`src/rtl/serialdiv_pkg.sv`:
```
// Shared definitions for the serial divider (and the matching hi/lo layout of the serial multiplier).
// Latency: n/a (types and constants only).
// Backpressure: n/a.
package serialdiv_pkg;

    localparam int DEF_WIDTH = 32;

    typedef enum logic [1:0] {
        IDLE = 2'd0,
        RUN  = 2'd1,
        FIX  = 2'd2,
        DONE = 2'd3
    } state_t;

    // Quotient reported for any divide by zero.
    localparam logic [DEF_WIDTH-1:0] DIV0_QUOT = '1;

    // Result word layout: {hi, lo} = {remainder, quotient} here, {high, low} product in the multiplier.
    localparam int LO_LSB = 0;
    localparam int LO_MSB = DEF_WIDTH - 1;
    localparam int HI_LSB = DEF_WIDTH;
    localparam int HI_MSB = 2 * DEF_WIDTH - 1;

endpackage

```
`src/rtl/serialdiv_step.sv`:
```
// One restoring-division iteration: shift in the next dividend bit, trial-subtract the divisor.
// Latency: combinational.
// Backpressure: none; evaluated every cycle, consumed by the top only in RUN.
module serialdiv_step
    import serialdiv_pkg::*;
#(
    parameter int WIDTH = DEF_WIDTH
) (
    input  logic [WIDTH-1:0] rem,
    input  logic             din,
    input  logic [WIDTH-1:0] absb,
    output logic [WIDTH-1:0] rem_nxt,
    output logic             qbit
);

    logic [WIDTH:0]   shifted;
    logic [WIDTH-1:0] diff;

    // Shifted remainder needs W+1 bits; the difference always fits in W bits when it is kept.
    always_comb begin
        shifted = {rem, din};
        diff    = shifted[WIDTH-1:0] - absb;
        qbit    = (shifted >= {1'b0, absb});
        rem_nxt = qbit ? diff : shifted[WIDTH-1:0];
    end

endmodule

```
`src/rtl/serialdiv.sv`:
```
// Iterative signed/unsigned divider, one quotient bit per clock, result {remainder, quotient}.
// Latency: WIDTH+1 cycles from the accepting dst edge to resv=1 (33 for WIDTH=32).
// Backpressure: dst is accepted only in IDLE/DONE; pulses during RUN/FIX are dropped.
module serialdiv
    import serialdiv_pkg::*;
#(
    parameter int WIDTH = DEF_WIDTH
) (
    input  logic               clk,
    input  logic               rst,
    input  logic               dst,
    input  logic               dsgn,
    input  logic [WIDTH-1:0]   a,
    input  logic [WIDTH-1:0]   b,
    output logic [2*WIDTH-1:0] res,
    output logic               resv
);

    localparam int CW = $clog2(WIDTH);

    state_t           state;
    logic [CW-1:0]    count;
    logic [WIDTH-1:0] rem;
    logic [WIDTH-1:0] dvd;    // dividend magnitude shifting out, quotient bits shifting in
    logic [WIDTH-1:0] absb;
    logic [WIDTH-1:0] araw;   // unmodified dividend, reported as remainder on divide by zero
    logic             sa;     // dividend negative (signed mode only)
    logic             sb;     // divisor negative (signed mode only)
    logic             bz;

    logic [WIDTH-1:0] a_abs;
    logic [WIDTH-1:0] b_abs;
    logic [WIDTH-1:0] rem_nxt;
    logic             qbit;
    logic [WIDTH-1:0] q_fix;
    logic [WIDTH-1:0] r_fix;

    // Magnitudes of the incoming operands; two's complement abs only in signed mode.
    always_comb begin
        a_abs = (dsgn && a[WIDTH-1]) ? -a : a;
        b_abs = (dsgn && b[WIDTH-1]) ? -b : b;
    end

    serialdiv_step #(.WIDTH(WIDTH)) u_step (
        .rem     (rem),
        .din     (dvd[WIDTH-1]),
        .absb    (absb),
        .rem_nxt (rem_nxt),
        .qbit    (qbit)
    );

    // Sign fix-up of the magnitude result; divide by zero overrides it.
    always_comb begin
        q_fix = (sa ^ sb) ? -dvd : dvd;
        r_fix = sa ? -rem : rem;
        if (bz) begin
            q_fix = WIDTH'(DIV0_QUOT);
            r_fix = araw;
        end
    end

    // Control FSM and datapath; reset discards any operation in flight.
    always_ff @(posedge clk) begin
        if (!rst) begin
            state <= IDLE;
            res   <= '0;
            resv  <= 1'b0;
            count <= '0;
        end else begin
            case (state)
                IDLE, DONE: begin
                    if (dst) begin
                        dvd   <= a_abs;
                        absb  <= b_abs;
                        araw  <= a;
                        sa    <= dsgn & a[WIDTH-1];
                        sb    <= dsgn & b[WIDTH-1];
                        bz    <= (b == '0);
                        rem   <= '0;
                        count <= '0;
                        resv  <= 1'b0;
                        state <= RUN;
                    end
                end
                RUN: begin
                    rem   <= rem_nxt;
                    dvd   <= {dvd[WIDTH-2:0], qbit};
                    count <= count + CW'(1);
                    if (count == CW'(WIDTH - 1)) begin
                        state <= FIX;
                    end
                end
                FIX: begin
                    res   <= {r_fix, q_fix};
                    resv  <= 1'b1;
                    state <= DONE;
                end
                default: state <= IDLE;
            endcase
        end
    end

endmodule

```
`config.mk`:
```
export PLATFORM = sky130hd
export DESIGN_NAME = serialdiv
export DESIGN_NICKNAME = d
export VERILOG_FILES = /design/src/rtl/serialdiv_pkg.sv /design/src/rtl/serialdiv_step.sv /design/src/rtl/serialdiv.sv
export SDC_FILE = /design/constraint.sdc
export NUM_CORES = 1
export LEC_CHECK = 0
export BUFFER_PORTS_ARGS = -buffer_cell sky130_fd_sc_hd__buf_2
export CELL_PAD_IN_SITES_DETAIL_PLACEMENT = 1
export CELL_PAD_IN_SITES_GLOBAL_PLACEMENT = 2
export CORE_AREA = 2 2 177 179
export CTS_CLUSTER_SIZE = 25
export DETAILED_ROUTE_END_ITERATION = 7
export DIE_AREA = 0 0 179 181
export PLACE_DENSITY = 0.84
export SLEW_MARGIN = 15
export SYNTH_ARGS = -nofsm -noshare
export SYNTH_HDL_FRONTEND = slang
export SYNTH_SLANG_ARGS = --single-unit
```
`constraint.sdc`:
```
create_clock -name clk -period 7.3 [get_ports clk]
set_input_delay 0.365 -clock clk [delete_from_list [all_inputs] [get_ports clk]]
set_output_delay 0.365 -clock clk [all_outputs]
set_load 0.02 [all_outputs]
```
==> results of run 1 <==
-- Yosys cell counts (all sizes together) (3+ instances only) --
cell type    n  share of area [%]
buf          8               0.27
o31ai       21                1.3
edfxtp     131                 33
and3        10               0.52
a21boi      26                1.6
nand3       11               0.46
a211oi       3               0.19
clkbuf      56                1.7
a31oi       10               0.52
mux2i       26                2.2
nand2b      10               0.54
a21o        15               0.93
xnor2       65                4.7
nor2b        7               0.36
o211ai       7               0.43
o41ai       14                1.2
a21oi       72                3.0
nand4       10               0.52
or2          4               0.21
o22ai       29                1.5
or4         11               0.78
nand2      166                5.2
nor4        15               0.90
nor3        18               0.74
inv         57                1.8
o21a         7               0.43
nand3b       3               0.19
and2         4               0.21
or3         10               0.60
ha          41                4.2
nor2       128                4.0
o211a        6               0.50
a2111oi      4               0.30
o21ai      116                4.8
o21bai       7               0.43
dfxtp       72                 12
nor3b        3               0.19
xor2        79                5.7
a311oi       6               0.43
-- worst reg2reg max path, cell delays in order, from the launching register on --
cell	delay, ns
edfxtp_1	0.38
inv_1	0.13
ha_1	0.18
inv_1	0.05
fa_1	0.41
a21o_1	0.20
a221oi_1	0.49
o21ai_1	0.30
a211oi_1	0.50
o31ai_1	0.20
a221o_1	0.36
a2111oi_1	0.42
a211o_1	0.15
-- cell type report --
class                   count  area (sq um)
clock buffers              36           687
inverters                  58           218
clock inverters            10           114
well taps                 396           495
fillers                  3523         16400
multi-input cells         989          6290
repair buffers            145           758
flip-flops and latches    203          5380
-- stage by stage --
stage / setup WS [ns] / total power (uW) / std cells / hold slack (ns)
after detailed placement: 3.42 / 4590 / 1791 / 0.485
after global placement: 3.48 / 4510 / 1791 / 0.470
final: 3.41 / 5800 / 1837 / 0.0376
after CTS: 3.38 / 5860 / 1837 / 0.00852
after floorplan: 2.82 / 3780 / 1314 / 0.460
after global routing: 3.18 / 6230 / 1837 / 0.0189
-- sequential cells by signal, summed over array words and instances, names as in the netlist --
register  flops
res          64
absb         32
araw         32
dvd          32
rem          32
count         5
state         2
bz            1
resv          1
sa            1
sb            1
-- final timing paths --
kind	endpoint	slack (ns)	depth (start not counted)
worst max-delay path	rem[30]	3.41	12
worst min-delay path	araw[31]	0.04	1
worst max register to register	rem[30]	3.41	12
worst min register to register	res[38]	0.49	2
-- cells by family (layout without fill, tap and decap cells) --
| group | after synthesis | in the layout |
|---|---|---|
| AND/OR/NAND/NOR | 416 | 416 |
| AO/OA/AOI/OAI | 361 | 361 |
| adder cells (fa/ha/maj) | 42 | 42 |
| flip-flops | 203 | 203 |
| XOR/XNOR | 144 | 144 |
| buffers and inverters | 122 | 249 |
| multiplexers | 26 | 26 |
-- power breakdown --
part | internal [uW] | switching (uW) | leakage [uW]
Sequential | 1670 | 344 | 0.00182
Clock | 727 | 507 | 0.000396
Combinational | 957 | 1600 | 0.00325
Total | 3350 | 2450 | 0.00546
-- per-layer routing --
layer	share of wire [%]	GRT usage, %	wire, um	up-vias
met4	2.0	5.43	728	0
met1	47	30.3	16700	4981
met5	0	0	0	-
met2	48	37.2	16900	178
li1	-	-	-	4946
met3	3.4	2.34	1220	49
==> out/qor_table.md, run 1 <==
| Quantity | Value | Unit |
|---|---|---|
| Run status | finished, final reports clean | - |
| Number of instances in the synthesized netlist | 1314 | - |
| Count of inserted antenna diode cells | 0 | - |
| Synth async-reset ratio | 0 | % |
| Most used cells in the layout excluding fill and tap cells | 166 x nand2_1, 132 x buf_2, 131 x edfxtp_1 | - |
| Ratio of cells with drive above 1 in the final layout | 14.2 | % |
| Required time of the worst setup path | 7.71 | ns |
| Number of placed I/O pins | 133 | - |
| Post-synth EDFFs | 131 | - |
| Fraction of synthesized cell area in xor and xnor cells | 10.4 | % |
| Actual slew at the worst max-slew pin | 1.00 | ns |
| Die ar. | 0.0324 | sq mm |
| Via density per instance | 5.53 | - |
| Routed wire length per instance | 19.3 | um |
| Synth Area in Compound Gates | 18.9 | % |
| Net Count, Synth | 1424 | - |
| Total overflow reported by the global router | 0 | - |
| RePlAce Congestion | 0.862 | - |
| Pre-antenna DRT Iters | 4 | - |
| Startpoint of the worst hold path | a[31] | - |
| Mean area per synthesized cell | 9.20 | sq um |
| Antenna violations before repair | 0 | - |
| Number of clock sinks | 203 | - |
| PortBufs | 132 | - |
| Worst-path cell with the longest stage delay | a221oi_1 | - |
| Main combinational cell family by area after synthesis | compound AO/OA/AOI/OAI gates | - |
| Critical path's largest stage delay | 0.49 | ns |
| Vias in the first global route | 10422 | - |
| Post-synthesis simple-gate area fraction | 15.8 | % |
| Cell area after placement | 0.0131 | sq mm |
| Largest voltage drop on the vdd net | 0.214 | mV |
| DRC | 0 | - |
| Global-route wire length before repair | 56.9 | mm |
| Clock buffer count from CTS | 25 | - |
| Largest net degree at the start of global routing | 68 | - |
| Unrepaired setup endpoints after global routing | false | - |
| R2r startpoint | dvd[31] | - |
| Warnings, synthesis | 0 | - |
| Crit path buffers/inverters | 2 | - |
| Reg clk slew, reported paths | 0.06 | ns |
| Drt first-iter violations | 634 | - |
| Number of nets at the end of the flow | 1532 | - |
| CP top delay family | compound AO/OA/AOI/OAI gates | - |
| Routed wire length | 35.5 | mm |
| Final design instance area without fill | 0.0139 | sq mm |
| Worst setup path startpoint | dvd[31] | - |
| Clk root buf | clkbuf_16 | - |
| Area growth, synth to finish | 15.2 | % |
| Max-slew violation total from the final report | 0 | - |
| Multiplexer share of the synthesized area | 2.15 | % |
| Rel. slew slack | 32.7 | % |
| Post-synthesis share of cell area spent on full adders, half adders and majority gates | 4.41 | % |
| Core occupancy in the finished layout | 45.9 | % |
| #FFs+latches synth | 203 | - |
| Resized Gates After CTS | 0 | - |
| Fin. Hold Viols | 0 | - |
| DRT antenna net count | 0 | - |
| Critical path's most frequent cell | inv_1 | - |
| Clock tree from TritonCTS | done | - |
| Total of endpoints with negative setup slack in the final report | 0 | - |
| Kind of path behind the tightest hold check | primary input to flop | - |
| Most common cell after layout, fill and taps aside | nand2_1 | - |
| Vias post-DR | 10154 | - |
| Unique cell type count in the Yosys netlist | 67 | - |
| Post-DP HPWL | 26.1 | mm |
| Crit-path cells | inv_1 -> ha_1 -> inv_1 -> fa_1 -> a21o_1 -> a221oi_1 -> o21ai_1 -> a211oi_1 -> o31ai_1 -> a221o_1 -> a2111oi_1 -> a211o_1 | - |
| Critical Path Source Type | flop | - |
| Num rows | 64 | - |
| Period Utilization, post-route | 53.2 | % |
| Critical path start-end classification | flop to flop | - |
| Skew final | 0.0186 | ns |
| Crit path max fanout | 5 | - |
| Area of the core | 0.0303 | sq mm |
| MaxCap Viol Count | 0 | - |
| Width of the chip | 179 | um |
| Setup Total Neg Slack | 0 | ns |
| Highest achievable clock rate | 0.257 | GHz |
| Vertical die dimension | 181 | um |
| Critical Path End Type | flop | - |
| Main flop type after synthesis | edfxtp_1 | - |
| Mapped Area | 0.0121 | sq mm |
| Data arrival time of the critical path | 4.29 | ns |
| Starting utilization of the core area | 39.8 | % |
| Fraction of the yosys area taken by sequential cells | 44.4 | % |
| H-tree depth | 1 | - |
| Insertion delay of the later-clocked pin in the worst-skew pair | 0.54 | ns |
| Power per cell area | 416 | mW/mm^2 |
| Number of hold-repair buffers added at the cts stage | 0 | - |
| All-layer global routing usage | 22.1 | % |
| Clock period minus worst slack | 3.89 | ns |
| Buffer depth of the longest clock path | 3 | - |
| Setup Fix Bufs, Post-CTS | 0 | - |
| Leakage dissipation | 0.00546 | uW |
No activity file was read; power rests on OpenSTA's default activity.
==> inputs of run 2 (changes only) <==
- ABC_AREA: default -> 1
- CORE_AREA: 2 2 177 179 -> 2 2 204 206
- DIE_AREA: 0 0 179 181 -> 0 0 206 208
- PLACE_DENSITY: 0.84 -> 0.79
- clock period: 7.3 -> 4 ns (I/O delays scaled with it)
==> run 2 against run 1 <==
Effect of this change:
- global-route usage grew 1.8 points
- setup slack got worse by 2.4 ns
- via count rose by 35%
- die area is 32% higher
- critical path type unchanged
- largest power group unchanged
==> out/qor_table.md, run 2 <==
| Quantity | Value | Unit | vs previous |
|---|---|---|---|
| Fill cell count | 5207 | - | +48% |
| Number of placed I/O pins | 133 | - | unchanged |
| MaxCap Viol Count | 0 | - | unchanged |
| Unique cell type count in the Yosys netlist | 50 | - | -25% |
| H-tree depth | 1 | - | unchanged |
| Required time of the worst setup path | 4.49 | ns | -3.22 ns |
| Routed wire length | 51.2 | mm | +44% |
| Critical Path Source Type | flop | - |  |
| Net Count, Synth | 2090 | - | +47% |
| Fraction of synthesized cell area taken by the top area cell type | 28.7 | % | -3.8 points |
| Drt first-iter violations | 809 | - | +28% |
| Area growth, synth to finish | 18.5 | % |  |
| Worst-path cell with the longest stage delay | edfxtp_1 | - |  |
| Switching fraction of total power | 46.0 | % | +3.8 points |
| DRT antenna net count | 0 | - | unchanged |
| Global-route wire length before repair | 80.1 | mm | +41% |
| Highest achievable clock rate | 0.335 | GHz | +30% |
| Clock period minus worst slack | 2.98 | ns | -0.903 ns |
| Setup Total Neg Slack | 0 | ns | unchanged |
| Main flop type after synthesis | edfxtp_1 | - |  |
| Vias in the first global route | 14072 | - | +35% |
| PortBufs | 132 | - | unchanged |
| Largest net degree at the start of global routing | 56 | - | -18% |
| Number of flip-flops in the largest register | 64 | - | unchanged |
| Reg clk slew, reported paths | 0.07 | ns | about the same |
| Period Utilization, post-route | 74.6 | % | +21 points |
| Starting utilization of the core area | 33.8 | % | -6.0 points |
| Final design instance area without fill | 0.0162 | sq mm | +17% |
| Post-synth EDFFs | 131 | - | unchanged |
| Number of clock sinks | 203 | - | unchanged |
| Max-slew violation total from the final report | 0 | - | unchanged |
| Critical Path End Type | flop | - |  |
| Mapped Area | 0.0137 | sq mm | +13% |
| R2r startpoint | sa | - |  |
| Fin. Hold Viols | 0 | - | unchanged |
| Kind of path behind the tightest hold check | primary input to flop | - |  |
| Synth async-reset ratio | 0 | % | unchanged |
| Ratio of cells with drive above 1 in the final layout | 11.3 | % | -2.9 points |
| Leakage dissipation | 0.00768 | uW | +41% |
| Crit path buffers/inverters | 2 | - | unchanged |
| Worst setup path startpoint | sa | - |  |
| #FFs+latches synth | 203 | - | unchanged |
| Fraction of the yosys area taken by sequential cells | 39.2 | % | -5.2 points |
| RePlAce Congestion | 0.874 | - | +1.5% |
| Count of inserted antenna diode cells | 0 | - | unchanged |
| Width of the chip | 206 | um | +15% |
| Insertion delay of the later-clocked pin in the worst-skew pair | 0.56 | ns | +0.02 ns |
| Post-synthesis cell type with the largest combined area | edfxtp_1 | - |  |
| Resized Gates After CTS | 0 | - | unchanged |
| Clock tree from TritonCTS | done | - |  |
| Proportion of power drawn by combinational gates | 45.6 | % | +1.6 points |
| Most numerous cell in the Yosys netlist | nand2_1 | - |  |
| Switching power | 4980 | uW | +100% |
| Setup Fix Bufs, Post-CTS | 0 | - | unchanged |
| Top post-synthesis cells by area | edfxtp_1 29%, nand2_1 16%, dfxtp_1 11%, inv_1 7.8%, nor2_1 5.8% | - |  |
| Critical path's largest stage delay | 1.05 | ns | +0.56 ns |
| Vias post-DR | 13742 | - | +35% |
| Die ar. | 0.0428 | sq mm | +32% |
| Antenna violations before repair | 1 | - | +1 |
| Actual slew at the worst max-slew pin | 1.07 | ns | +0.0643 ns |
| Vertical die dimension | 208 | um | +15% |
| All-layer global routing usage | 24.0 | % | +1.8 points |
| Skew final | 0.0178 | ns | -0.000842 ns |
| Buffer depth of the longest clock path | 3 | - | unchanged |
| Rel. slew slack | 29.0 | % | -3.7 points |
| Run status | finished, final reports clean | - |  |
| Clk root buf | clkbuf_16 | - |  |
| CP top delay family | flip-flops | - |  |
| Most common cell after layout, fill and taps aside | nand2_1 | - |  |
| Warnings, synthesis | 0 | - | unchanged |
| Cell area after placement | 0.0149 | sq mm | +14% |
| Number of nets at the end of the flow | 2253 | - | +47% |
| Largest voltage drop on the vdd net | 0.350 | mV | +64% |
| Power share of the clock group | 22.1 | % | +0.8 points |
| Most used cells in the layout excluding fill and tap cells | 579 x nand2_1, 284 x inv_1, 208 x nor2_1 | - |  |
| Total of endpoints with negative setup slack in the final report | 0 | - | unchanged |
| Post-DP HPWL | 39.9 | mm | +53% |
| Unrepaired setup endpoints after global routing | false | - |  |
| Area of the core | 0.0406 | sq mm | +34% |
| Mean area per synthesized cell | 6.92 | sq um | -25% |
| Sequential Power Share | 32.4 | % | -2.3 points |
| Num rows | 74 | - | +16% |
| Data arrival time of the critical path | 3.47 | ns | -0.82 ns |
| Critical path start-end classification | flop to flop | - |  |
| Number of instances in the synthesized netlist | 1980 | - | +51% |
| Largest reg by FF count | res | - |  |
| Leading post-synthesis cells by instance count | 579 x nand2_1, 284 x inv_1, 211 x nor2_1 | - |  |
| Routed wire length per instance | 19.0 | um | -1.7% |
| Via density per instance | 5.10 | - | -7.7% |
| Startpoint of the worst hold path | b[9] | - |  |
| Pre-antenna DRT Iters | 5 | - | +1 |
| Total overflow reported by the global router | 0 | - | unchanged |
| Number of hold-repair buffers added at the cts stage | 47 | - | +47 |
| Crit path max fanout | 33 | - | +28 |
| Cell Int Power | 5850 | uW | +75% |
| Crit-path cells | or2_1 -> nand2_1 -> buf_4 -> inv_2 -> o21ai_0 -> or2_2 -> a31oi_1 | - |  |
| Clock buffer count from CTS | 25 | - | unchanged |
| DRC | 0 | - | unchanged |
| Power per cell area | 667 | mW/mm^2 | +60% |
-- run 2: final timing paths --
kind              to  depth (start not counted)  slack, ns
min reg2reg  res[46]                          2       0.46
max reg2reg  res[18]                          7       1.02
min          absb[9]                          2       0.01
max          res[18]                          7       1.02
-- run 2: kinds of logic after synthesis --
| group | share of synthesized area [%] |
|---|---|
| buf+inv | 9.91 |
| flops | 39.2 |
| xor+xnor | 2.43 |
| simple gates | 32.9 |
| fa+ha+maj | 3.89 |
| compound gates | 11.7 |
-- run 2: layout make-up --
type | instances | area (sq um) | area share [%]
Multi-Input combinational cell | 1425 | 7000 | 43.1
Sequential cell | 203 | 5380 | 33.1
Timing Repair Buffer | 192 | 1240 | 7.64
Inverter | 296 | 1110 | 6.84
Clock buffer | 30 | 687 | 4.23
Tap cell | 532 | 666 | 4.10
Clock inverter | 16 | 169 | 1.04
-- run 2: power groups by stage --
stage / Combinational [uW] / Sequential, uW / Clock, uW
CTS: 4970 / 3510 / 2440
finish: 4940 / 3510 / 2390
floorplan: 3150 / 3570 / 0
global placement: 4820 / 3530 / 0
detailed placement: 4910 / 3540 / 0
global route: 5570 / 3570 / 2500
-- run 2: per-layer routing --
metal	vias up	track usage (%)	part of all wire [%]
met5	-	0	0
met4	0	6.43	2.5
li1	6774	-	-
met1	6616	33.2	47
met3	81	3.05	4.2
met2	271	39.1	46
-- run 2: per-stage QoR --
step | power (uW) | instances | setup WS [ns] | hold slack (ns) | utilization (%)
2_1_floorplan | 6710 | 1980 | 0.582 | 0.299 | -
3_3_place_gp | 8340 | 2601 | 1.12 | 0.431 | 36.8
3_5_place_dp | 8450 | 2601 | 1.11 | 0.439 | 36.8
4_1_cts | 10900 | 2694 | 1.10 | 0.00599 | 40.1
5_1_grt | 11600 | 2694 | 0.821 | 0.0186 | 40.1
6_report | 10800 | 2694 | 1.02 | 0.00968 | 40.1
==> inputs of run 3 (changes only) <==
- clock period: 4 -> 3.1 ns (I/O delays scaled with it)
==> run 3 against run 2 <==
Effect of this change:
- first-iteration DRC count decreased by 12%
- flip-flop and latch count unchanged
- clock skew increased by 0.0062 ns
- critical endpoint is now rem[16]
==> out/qor_table.md, run 3 (same netlist as run 2, synthesis figures left out) <==
| Quantity | Value | Unit | vs previous |
|---|---|---|---|
| R2R Path End | rem[16] | - |  |
| Total of endpoints with negative setup slack in the final report | 0 | - | unchanged |
| Power per cell area | 861 | mW/mm^2 | +29% |
| H-tree depth | 1 | - | unchanged |
| Area of the multi-input gates | 0.00700 | sq mm | unchanged |
| DRC | 0 | - | unchanged |
| Buffer depth of the longest clock path | 3 | - | unchanged |
| Number of placed I/O pins | 133 | - | unchanged |
| Rel. slew slack | 47.9 | % | +19 points |
| Total placed cells including tap cells | 2617 | - | +0.62% |
| Number of flip-flops in the largest register | 64 | - | unchanged |
| Routed wire length | 51.8 | mm | +1.2% |
| Total power after layout | 14200 | uW | +31% |
| Skew final | 0.0240 | ns | +0.00617 ns |
| Starting utilization of the core area | 33.8 | % | unchanged |
| Die ar. | 0.0428 | sq mm | unchanged |
| Unrepaired setup endpoints after global routing | false | - |  |
| Ratio of cells with drive above 1 in the final layout | 11.9 | % | +0.61 points |
| Proportion of power drawn by combinational gates | 46.0 | % | +0.4 points |
| Resized Gates After CTS | 0 | - | unchanged |
| Register-to-register setup slack | 0.25 | ns | -0.76 ns |
| Width of the chip | 206 | um | unchanged |
| Kind of path behind the tightest hold check | primary input to flop | - |  |
| Clock tree from TritonCTS | done | - |  |
| Number of nets at the end of the flow | 2276 | - | +1.0% |
| PortBufs | 132 | - | unchanged |
| Termination of the worst setup path | rem[16] | - |  |
| Largest reg by FF count | res | - |  |
| Fill cell count | 5184 | - | -0.44% |
| Vias post-DR | 13782 | - | +0.29% |
| Power share of the clock group | 22.3 | % | +0.2 points |
| Clock buffer count from CTS | 26 | - | +4.0% |
| Largest voltage drop on the vdd net | 0.399 | mV | +14% |
| Pre-CTS worst setup slack | 0.298 | ns | -0.808 ns |
| Global-route wire length before repair | 81.7 | mm | +2.0% |
| Cell Int Power | 7750 | uW | +32% |
| Area of the core | 0.0406 | sq mm | unchanged |
| Fin. Hold Viols | 0 | - | unchanged |
| Most common cell after layout, fill and taps aside | nand2_1 | - |  |
| Via density per instance | 5.07 | - | -0.63% |
| R2r startpoint | rem[29] | - |  |
| Drt first-iter violations | 708 | - | -12% |
| Clock period minus worst slack | 2.85 | ns | -0.137 ns |
| Vertical die dimension | 208 | um | unchanged |
| Post-DP HPWL | 41.1 | mm | +2.8% |
| Worst Setup Slack, final | 0.255 | ns | -0.763 ns |
| Pre-antenna DRT Iters | 4 | - | -1 |
| Max-slew violation total from the final report | 0 | - | unchanged |
| FF/Latch Area | 0.00538 | sq mm | unchanged |
| Reg clk slew, reported paths | 0.06 | ns | about the same |
| Non-filler cells in the finished layout | 2719 | - | +0.93% |
| Period Utilization, post-route | 91.8 | % | +17 points |
| Clk root buf | clkbuf_16 | - |  |
| Critical path start-end classification | flop to flop | - |  |
| DRT antenna net count | 0 | - | unchanged |
| Worst setup path startpoint | rem[29] | - |  |
| Most used cells in the layout excluding fill and tap cells | 579 x nand2_1, 284 x inv_1, 208 x nor2_1 | - |  |
| RePlAce Congestion | 0.925 | - | +5.8% |
| Crit path max fanout | 33 | - | unchanged |
| Area growth, synth to finish | 20.2 | % |  |
| Highest achievable clock rate | 0.351 | GHz | +4.8% |
| Run status | finished, final reports clean | - |  |
| Switching fraction of total power | 45.4 | % | -0.61 points |
| Largest net degree at the start of global routing | 58 | - | +3.6% |
| All-layer global routing usage | 24.4 | % | +0.46 points |
| Sequential Power Share | 31.7 | % | -0.7 points |
| Number of clock sinks | 203 | - | unchanged |
| Critical Path End Type | flop | - |  |
| Num rows | 74 | - | unchanged |
| Leakage dissipation | 0.00782 | uW | +1.7% |
| MaxCap Viol Count | 0 | - | unchanged |
| Switching power | 6440 | uW | +29% |
| Required time of the worst setup path | 3.51 | ns | -0.98 ns |
| Total overflow reported by the global router | 0 | - | unchanged |
| Routed wire length per instance | 19.1 | um | +0.25% |
| Number of cell instances on the worst register-to-register path | 10 | - | +3 |
| Vias in the first global route | 14376 | - | +2.2% |
| Antenna violations before repair | 1 | - | unchanged |
| Setup Total Neg Slack | 0 | ns | unchanged |
| Insertion delay of the later-clocked pin in the worst-skew pair | 0.56 | ns | about the same |
| Data arrival time of the critical path | 3.25 | ns | -0.22 ns |
| Actual slew at the worst max-slew pin | 0.775 | ns | -0.290 ns |
| Critical Path Source Type | flop | - |  |
[run 3: layout make-up]
| cell class | count | share of cell area (%) |
|---|---|---|
| Clock inverter | 17 | 1.20 |
| Multi-Input combinational cell | 1425 | 42.5 |
| Sequential cell | 203 | 32.6 |
| Clock buffer | 31 | 4.19 |
| Tap cell | 532 | 4.04 |
| Inverter | 296 | 6.74 |
| Timing Repair Buffer | 214 | 8.70 |
| Antenna cell | 1 | 0.0152 |
[run 3: worst max-delay path, stage by stage (launching register included)]
cell	delay [ns]
edfxtp_1	0.52
ha_1	0.47
a21oi_1	0.31
o21ai_0	0.14
a21oi_1	0.19
nand2_2	0.12
nor2_8	0.18
nand2_8	0.20
nor2_8	0.35
nand2_1	0.09
nand2_1	0.08
[run 3: worst min path at each step]
stage,start,end,slack (ns),cells past startpoint
floorplan,b[0],absb[0],0.25,0
global placement,b[0],absb[0],0.38,1
detailed placement,b[0],absb[0],0.37,1
CTS,dsgn,absb[31],0.005,2
global route,dsgn,absb[31],0.02,2
finish,dsgn,absb[31],0.03,2
[run 3: per-stage QoR]
stage | hold WS (ns) | area (sq um) | util, %
after floorplan | 0.254 | 13700 | -
after global placement | 0.378 | 15100 | 37.1
after detailed placement | 0.372 | 15100 | 37.1
after CTS | 0.00476 | 16500 | 40.6
after global routing | 0.0204 | 16500 | 40.6
final | 0.0254 | 16500 | 40.6
[run 3: timing repair]
| item | 4_1_cts | 5_1_grt |
|---|---|---|
| endpoints found under the hold margin | 53 | 0 |
| hold buffers | 53 | 0 |
| buffers inserted | 0 | 0 |
[run 3: routing by layer]
metal	vias up	GRT usage (%)	part of all wire [%]
met4	0	7.02	3.0
met2	244	39.3	45
met1	6643	34.1	48
met5	-	0	0
met3	79	3.23	3.9
li1	6816	-	-
[run 3: power by group through the flow]
stage	Sequential [uW]	Clock (uW)	Combinational, uW
3_3_place_gp	4530	0	6360
5_1_grt	4570	3310	7340
6_report	4500	3160	6520
3_5_place_dp	4540	0	6460
2_1_floorplan	4600	0	4070
4_1_cts	4500	3230	6550
